--- config.mk ---
export PLATFORM = sky130hd
export DESIGN_NAME = muldiv_seq
export DESIGN_NICKNAME = d
export VERILOG_FILES = /design/src/rtl/cpu_types_pkg.sv /design/src/rtl/muldiv_seq.sv
export SDC_FILE = /design/constraint.sdc
export NUM_CORES = 1
export LEC_CHECK = 0
export CAP_MARGIN = 20
export CORE_ASPECT_RATIO = 0.9
export CORE_MARGIN = 8
export CORE_UTILIZATION = 35
export DETAILED_ROUTE_END_ITERATION = 10
export SLEW_MARGIN = 10
export SYNTH_ARGS = -nofsm -noshare
export SYNTH_HDL_FRONTEND = slang
export SYNTH_SLANG_ARGS = --single-unit
--- constraint.sdc ---
create_clock -name CLK -period 19.7 [get_ports CLK]
set_clock_uncertainty 0.2 [all_clocks]
set_input_delay 5.91 -clock CLK [delete_from_list [all_inputs] [get_ports CLK]]
set_output_delay 5.91 -clock CLK [all_outputs]
set_load 0.1 [all_outputs]
--- src/rtl/cpu_types_pkg.sv ---
// Shared CPU types: ALU opcodes, mul/div opcodes, and mul/div latency.
package cpu_types_pkg;

  typedef logic [31:0] word_t;

  typedef enum logic [3:0] {
    ALU_ADD = 4'h0,
    ALU_SUB = 4'h1,
    ALU_AND = 4'h2,
    ALU_OR  = 4'h3,
    ALU_XOR = 4'h4,
    ALU_SLT = 4'h5
  } aluop_t;

  typedef enum logic [1:0] {MD_MULT, MD_MULTU, MD_DIV, MD_DIVU} muldiv_op_t;

  // Cycles from the start cycle to the done cycle.
  localparam int unsigned MULDIV_LAT = 35;

endpackage

--- src/rtl/muldiv_seq.sv ---
// Iterative MULT/MULTU/DIV/DIVU sequencer producing HI/LO.
// Borrows the shared ALU (add/sub) for 32 iteration cycles.
module muldiv_seq
  import cpu_types_pkg::*;
#(
  parameter int unsigned WIDTH = 32,
  parameter int unsigned CNT_W = 5
) (
  input  logic             CLK,
  input  logic             RST,
  input  logic             start,
  input  muldiv_op_t       op,
  input  logic [WIDTH-1:0] a,
  input  logic [WIDTH-1:0] b,
  input  logic             flush,
  output logic             alu_own,
  output aluop_t           alu_op,
  output logic [WIDTH-1:0] alu_a,
  output logic [WIDTH-1:0] alu_b,
  input  logic [WIDTH-1:0] alu_out,
  output logic             busy,
  output logic             done,
  output logic [WIDTH-1:0] hi,
  output logic [WIDTH-1:0] lo
);

  typedef enum logic [2:0] {StIdle, StCapt, StIter, StFix, StDone} state_e;

  state_e           state_q, state_d;
  logic [CNT_W-1:0] cnt_q;
  muldiv_op_t       op_q;
  logic             neg_res_q, neg_rem_q;
  // Mult: acc = product high, sh = multiplier/product low, opb = multiplicand.
  // Div:  acc = remainder,    sh = dividend/quotient,      opb = divisor.
  logic [WIDTH-1:0] acc_q, sh_q, opb_q, hi_q, lo_q;

  logic               accept, is_div, is_signed, in_iter, last_iter, ge, carry;
  logic [WIDTH-1:0]   rem_sh, quo_fix, rem_fix;
  logic [2*WIDTH-1:0] prod, prod_fix;

  // flush beats a coincident start
  assign accept    = (state_q == StIdle || state_q == StDone) && start && !flush;
  assign is_div    = (op_q == MD_DIV) || (op_q == MD_DIVU);
  assign is_signed = (op_q == MD_MULT) || (op_q == MD_DIV);
  assign in_iter   = (state_q == StIter);
  assign last_iter = (cnt_q == CNT_W'(WIDTH - 1));
  assign rem_sh    = {acc_q[WIDTH-2:0], sh_q[WIDTH-1]};
  assign ge        = (rem_sh >= opb_q);
  assign carry     = (alu_out < acc_q);

  assign prod     = {acc_q, sh_q};
  assign prod_fix = neg_res_q ? -prod : prod;
  assign quo_fix  = neg_res_q ? -sh_q : sh_q;
  assign rem_fix  = neg_rem_q ? -acc_q : acc_q;

  assign busy = (state_q == StCapt) || in_iter || (state_q == StFix);
  assign done = (state_q == StDone);
  assign hi   = hi_q;
  assign lo   = lo_q;

  // Next state: flush aborts any busy state back to idle
  always_comb begin
    state_d = state_q;
    unique case (state_q)
      StIdle:  if (accept) state_d = StCapt;
      StDone:  state_d = accept ? StCapt : StIdle;
      StCapt:  state_d = flush ? StIdle : StIter;
      StIter: begin
        if (flush) state_d = StIdle;
        else if (last_iter) state_d = StFix;
      end
      StFix:   state_d = flush ? StIdle : StDone;
      default: state_d = StIdle;
    endcase
  end

  // Drive the shared ALU only while iterating
  always_comb begin
    alu_own = in_iter;
    alu_op  = ALU_ADD;
    alu_a   = '0;
    alu_b   = '0;
    if (in_iter) begin
      if (is_div) begin
        alu_op = ALU_SUB;
        alu_a  = rem_sh;
        alu_b  = opb_q;
      end else begin
        alu_a = acc_q;
        alu_b = sh_q[0] ? opb_q : '0;
      end
    end
  end

  // State register
  always_ff @(posedge CLK or posedge RST) begin
    if (RST) state_q <= StIdle;
    else     state_q <= state_d;
  end

  // Operand capture, iteration datapath and result write-back
  always_ff @(posedge CLK or posedge RST) begin
    if (RST) begin
      cnt_q     <= '0;
      op_q      <= MD_MULT;
      neg_res_q <= 1'b0;
      neg_rem_q <= 1'b0;
      acc_q     <= '0;
      sh_q      <= '0;
      opb_q     <= '0;
      hi_q      <= '0;
      lo_q      <= '0;
    end else if (accept) begin
      op_q  <= op;
      // Dividend goes in the shifter; for mult the multiplier does
      sh_q  <= op[1] ? a : b;
      opb_q <= op[1] ? b : a;
    end else begin
      unique case (state_q)
        StCapt: begin
          // Negation leaves 0x80000000 as the correct unsigned magnitude
          neg_res_q <= is_signed & (sh_q[WIDTH-1] ^ opb_q[WIDTH-1]);
          neg_rem_q <= is_signed & sh_q[WIDTH-1];
          sh_q      <= (is_signed && sh_q[WIDTH-1]) ? -sh_q : sh_q;
          opb_q     <= (is_signed && opb_q[WIDTH-1]) ? -opb_q : opb_q;
          acc_q     <= '0;
          cnt_q     <= '0;
        end
        StIter: begin
          cnt_q <= cnt_q + CNT_W'(1);
          if (is_div) begin
            // acc[31] set means the shifted remainder overflowed 32 bits
            if (acc_q[WIDTH-1] || ge) begin
              acc_q <= alu_out;
              sh_q  <= {sh_q[WIDTH-2:0], 1'b1};
            end else begin
              acc_q <= rem_sh;
              sh_q  <= {sh_q[WIDTH-2:0], 1'b0};
            end
          end else begin
            acc_q <= {carry, alu_out[WIDTH-1:1]};
            sh_q  <= {alu_out[0], sh_q[WIDTH-1:1]};
          end
        end
        StFix: begin
          if (!flush) begin
            if (is_div) begin
              hi_q <= rem_fix;
              lo_q <= quo_fix;
            end else begin
              hi_q <= prod_fix[2*WIDTH-1:WIDTH];
              lo_q <= prod_fix[WIDTH-1:0];
            end
          end
        end
        default: ;
      endcase
    end
  end

endmodule

=== After elaboration in Yosys (flattened, before gate mapping) ===
Index checks and enable logic that the tools add are counted.

* Register bits after elaboration: 172
* Input bits: 102
* Word-level logic and storage cells: 88

* $add $sub $neg: 5
* Magnitude comparators: 2
* Equality and inequality tests: 10
* Multiplexer cells: 33
* Bitwise operators: 5
* Reduce and logical (&&, ||, !) cells: 23

{| class="wikitable"
|+ Operator list
! kind !! number
|-
| 32-bit two-way mux || 19
|-
| 32-bit case mux with 2 select lines || 2
|-
| 32-bit negation || 3
|-
| 64-bit two-way mux || 1
|-
| 64-bit negation || 1
|-
| 32-bit >= comparator || 1
|-
| 32-bit < comparator || 1
|-
| 3-bit case mux with 5 select lines || 1
|-
| 3-bit two-way mux || 4
|-
| 5-bit case mux with 2 select lines || 1
|-
| 2-bit AND reduction || 5
|-
| 3-bit by 2-bit == test with 1-bit output (second input constant) || 2
|-
| 1-bit logical OR || 6
|-
| 3-bit by 2-bit inequality test with 1-bit output (second input constant) || 2
|-
| 2-bit nonzero test || 3
|-
| 5-bit by 1-bit adder with 5-bit output (second input constant) || 1
|-
| 5-bit == test (second input constant) || 1
|-
| 2-bit == test (second input constant) || 2
|-
| 1-bit logical AND || 4
|-
| 1-bit two-way mux || 4
|-
| 3-bit by 1-bit == test with 1-bit output (second input constant) || 1
|-
| 3-bit == test (second input constant) || 1
|-
| 3-bit logical NOT || 1
|-
| 3-bit AND reduction || 1
|-
| 8 further kinds || 10
|}

=== Depth between registers and ports, before layout ===
* Depth in word-level cells: 6
* Mapped depth: 11
* Depth with buffers taken out: 9

=== Worst setup path before layout ===
OpenSTA, ideal clock, no wires.

* Path kind: reg-to-output
* Start point: register state_q[1]
* End point: output port alu_b[23]
* Arrival: 3825 ps
* Path slack: 9765 ps
* Stages on the path, launching flop included: 8
* Path buffers: 5
* Path through: dfrtp_1 > clkbuf_1 > or3b_2 > clkbuf_1 > clkbuf_1 > clkbuf_1 > buf_1 > nor3_1

* Word-level cells in the longest chain between the ends: 2

{| class="wikitable"
|+ Ends and longest elaborated chain
! item !! line !! source
|-
| from (decl) || muldiv_seq.sv:29 || <nowiki>state_e state_q, state_d;</nowiki>
|-
| from (signal assigned) || muldiv_seq.sv:97 || <nowiki>if (RST) state_q <= StIdle;</nowiki>
|-
| from (signal assigned) || muldiv_seq.sv:98 || <nowiki>else state_q <= state_d;</nowiki>
|-
| 3-bit by 2-bit == test with 1-bit output || muldiv_seq.sv:45 || <nowiki>assign in_iter = (state_q == StIter);</nowiki>
|-
| 32-bit two-way mux || muldiv_seq.sv:83 || <nowiki>if (in_iter) begin</nowiki>
|-
| to (decl) || muldiv_seq.sv:19 || <nowiki>output logic [WIDTH-1:0] alu_b,</nowiki>
|}

No other way between the ends.

=== Final worst setup path ===
* Start point: register state_q[1]
* End point: output port alu_a[31]

* Word-level cells in the longest chain between the ends: 2

{| class="wikitable"
|+ Ends and longest elaborated chain
! item !! line !! source
|-
| 3-bit by 2-bit == test with 1-bit output || muldiv_seq.sv:45 ||
|-
| 32-bit two-way mux || muldiv_seq.sv:83 ||
|-
| to (decl) || muldiv_seq.sv:18 || <nowiki>output logic [WIDTH-1:0] alu_a,</nowiki>
|}

No other way between the ends.

==> reports/summary.txt <==
outcome = finished clean
Non-Filler Instances = 2231
dominant synthesized flop cell = dfrtp_1
num rows = 67
largest net degree at the start of global routing = 128
routed vias/inst = 5.57
top cell family by delay on the critical path = buffers and inverters
H-tree levels = 4
Syn Std Cell Area = 13000 um^2
Seq cells post-synth = 172
Setup violations, final = 0
power per cell area = 155 nW/um^2
post-place setup slack = 10.33 ns
CTS resizes = 0
largest family of logic cells by synthesized area = compound AO/OA/AOI/OAI gates
core area = 37000 um^2
Slowest Stage Delay on Critical Path = 1.01 ns
dominant cell type by area after synthesis = dfrtp_1
starting density of the core = 35.3%
initial antenna violation count = 3
Netlist cell types = 61
drc violations = 0
Final Max Slew Viols = 0
CP cell instances = or3b_4, buf_4, buf_4, nor2_1, clkdlybuf4s50_1
most common cell in the netlist = dfrtp_1
max cap viols = 0
FF-to-FF End = hi[30]
Mean Syn Cell Area = 8.19 um^2
Detailed Route WL = 47100 um
Post-DP HPWL = 34900 um
Iter 0 DRT Violations = 1064
worst vdd ir = 0.0663 mV
final instance area = 16300 um^2
slowest CP cell = clkdlybuf4s50_1
Seq/Total Area, Yosys = 33.0%
post-layout util = 44.0%
Worst setup EP type = output port
Ys Warns = 0
Final Cycle Share = 50.1%
Crit Path Class = reg -> out
clock sink count = 172
Worst Hold Class = reg -> reg
mean routed wirelength per cell = 21.1 um
FF-to-FF setup slack = 15.30 ns
Placed Cells = 2196
mux cell area share after synthesis = 11.4%
worst r2r src = sh_q[0]
die width = 219 um
worst r2r path cells = 9
Post-synth EDFFs = 0
RSZ-0062 raised after global routing = false
DRT Pass-1 Iters = 7
Slew headroom = 26.3%
final worst path period need = 9.86 ns
IO buf count = 233
gr ovfl total = 0
Post-Synthesis Cells = 1592
Synth Area in Compound Gates = 18.5%
Die ar. = 43700 um^2
maximum clock insertion buffer count = 2
hold depth = 2
post-synthesis simple-gate area fraction = 18.2%
GRT Total Usage = 21.1%
worst hold endpoint = lo[20]
Post-CTS Setup Inserts = 0
xor and xnor area share after synthesis = 6.11%
Area Overhead vs Synth = 24.8%
LEAKAGE = 6.77 nW
io pins = 237
WHS = 0.277 ns
Slew @ Worst Pin = 1.10 ns
Die Ht = 199 um
Power, Total = 2.52 mW
share of layout cells above drive strength 1 = 4.58%
nets = 1905
synth top area cells = dfrtp_1 (33%), mux2i_1 (11%), ha_1 (6.5%)
Hold-fix buffers, CTS = 0
Fin. Hold Viols = 0
CP Max Fanout = 72
CP bufs+invs = 3
cts bufs inserted = 17
crit path DAT = 3.75 ns
TritonCTS clock tree = yes
Min-Delay Startpoint = lo[20]
antenna viol nets, final = 0
CP most frequent cell = buf_4
Final WS setup = 9.84 ns
post-synth top area share = 33.0%
CTS root buf = clkbuf_16
Synth Area in Adders = 6.52%
Async SR Flop Fraction = 100%
total vias in the final route = 12416
CP Launch Type = flop
first-pass GRT wire length = 72200 um
Clock Pin Slew Worst Setup and Hold Paths = 0.07 ns
DP Area = 15700 um^2
Req. time, crit path = 13.59 ns
commonest cells in the netlist = dfrtp_1 (172), o21ai_0 (169), mux2i_1 (147), nand2_1 (144), nor2_1 (127)
Fmax = 0.101 GHz
vias in the first global route = 11898
worst skew pair latency = 0.44 ns
setup_tns = 0 ns
GPL Wtd Cong = 0.961
kinds of logic after synthesis:
family,count (synthesis)
adder cells (fa/ha/maj),68
multiplexers,148
other,1
XOR/XNOR,91
flip-flops,172
AND/OR/NAND/NOR,484
buffers and inverters,209
AO/OA/AOI/OAI,419
state kept, by name, summed over array words and instances, names as in the netlist:
signal and count:
op_q 2, neg_rem_q 1, hi 32, opb_q 32, lo 32, cnt_q 5, neg_res_q 1, sh_q 32
state_q 3, acc_q 32
cell usage in the layout, fill, tap and decap left out, types with 10 or more instances in the layout:
| cell | count |
|---|---|
| nor3b_1 | 31 |
| or3_1 | 15 |
| nor4_1 | 16 |
| ha_1 | 68 |
| dfrtp_1 | 171 |
| o22ai_1 | 30 |
| clkdlybuf4s50_1 | 232 |
| a211oi_1 | 21 |
| clkbuf_16 | 17 |
| nor3_1 | 60 |
| mux2i_1 | 147 |
| o21ai_0 | 169 |
| a21oi_1 | 118 |
| buf_4 | 21 |
| nor2b_1 | 19 |
| xor2_1 | 26 |
| nand2_1 | 144 |
| nor2_1 | 125 |
| nand3_1 | 13 |
| o2bb2ai_1 | 10 |
| nand4_1 | 16 |
| a31oi_1 | 16 |
| xnor2_1 | 65 |
| inv_1 | 73 |
report_power, final:
group / internal, mW / switching [mW] / total, mW / leakage (nW)
clock network: 0.182 / 0.154 / 0.336 / 0.273
registers: 0.489 / 0.203 / 0.692 / 2.18
logic: 0.471 / 1.02 / 1.49 / 4.33
worst max-delay path by stage:
| stage | startpoint | endpoint | slack, ns | cells after the start |
|---|---|---|---|---|
| 2_1_floorplan | RST | acc_q[0] | 8.93 | 1 |
| 3_3_place_gp | state_q[1] | alu_a[31] | 10.40 | 5 |
| 3_5_place_dp | state_q[1] | alu_a[31] | 10.33 | 5 |
| 4_1_cts | state_q[1] | alu_a[31] | 9.86 | 5 |
| 5_1_grt | state_q[1] | alu_a[31] | 9.67 | 5 |
| 6_report | state_q[1] | alu_a[31] | 9.84 | 5 |
area by class of cell:
| cell class | count | area [um^2] |
|---|---|---|
| multi-input combinational | 1213 | 7990 |
| timing repair buffer | 256 | 2520 |
| tap | 483 | 604 |
| inverter | 75 | 287 |
| clock buffer | 20 | 457 |
| sequential | 172 | 4310 |
| antenna | 1 | 2.50 |
| clock inverter | 11 | 111 |
| fill | 3688 | 20700 |
worst reg2reg max path, stage by stage (launching register included):
cell and delay, ns:
dfrtp_1 0.45, inv_1 0.16, ha_1 0.25, or3b_2 0.53, or4_1 0.55, or4_1 0.67
o21ai_1 0.78, a41oi_1 0.30, xnor2_1 0.31, o21ai_1 0.08
metal layers:
metal  GRT usage, %  up-vias  wire length (um)
li1               -     5941                 -
met1           29.2     5962             21700
met2           32.1      444             20600
met3           5.01       65              3430
met4           6.94        4              1350
met5              0        -                20
(Power assumes the default switching activity.)
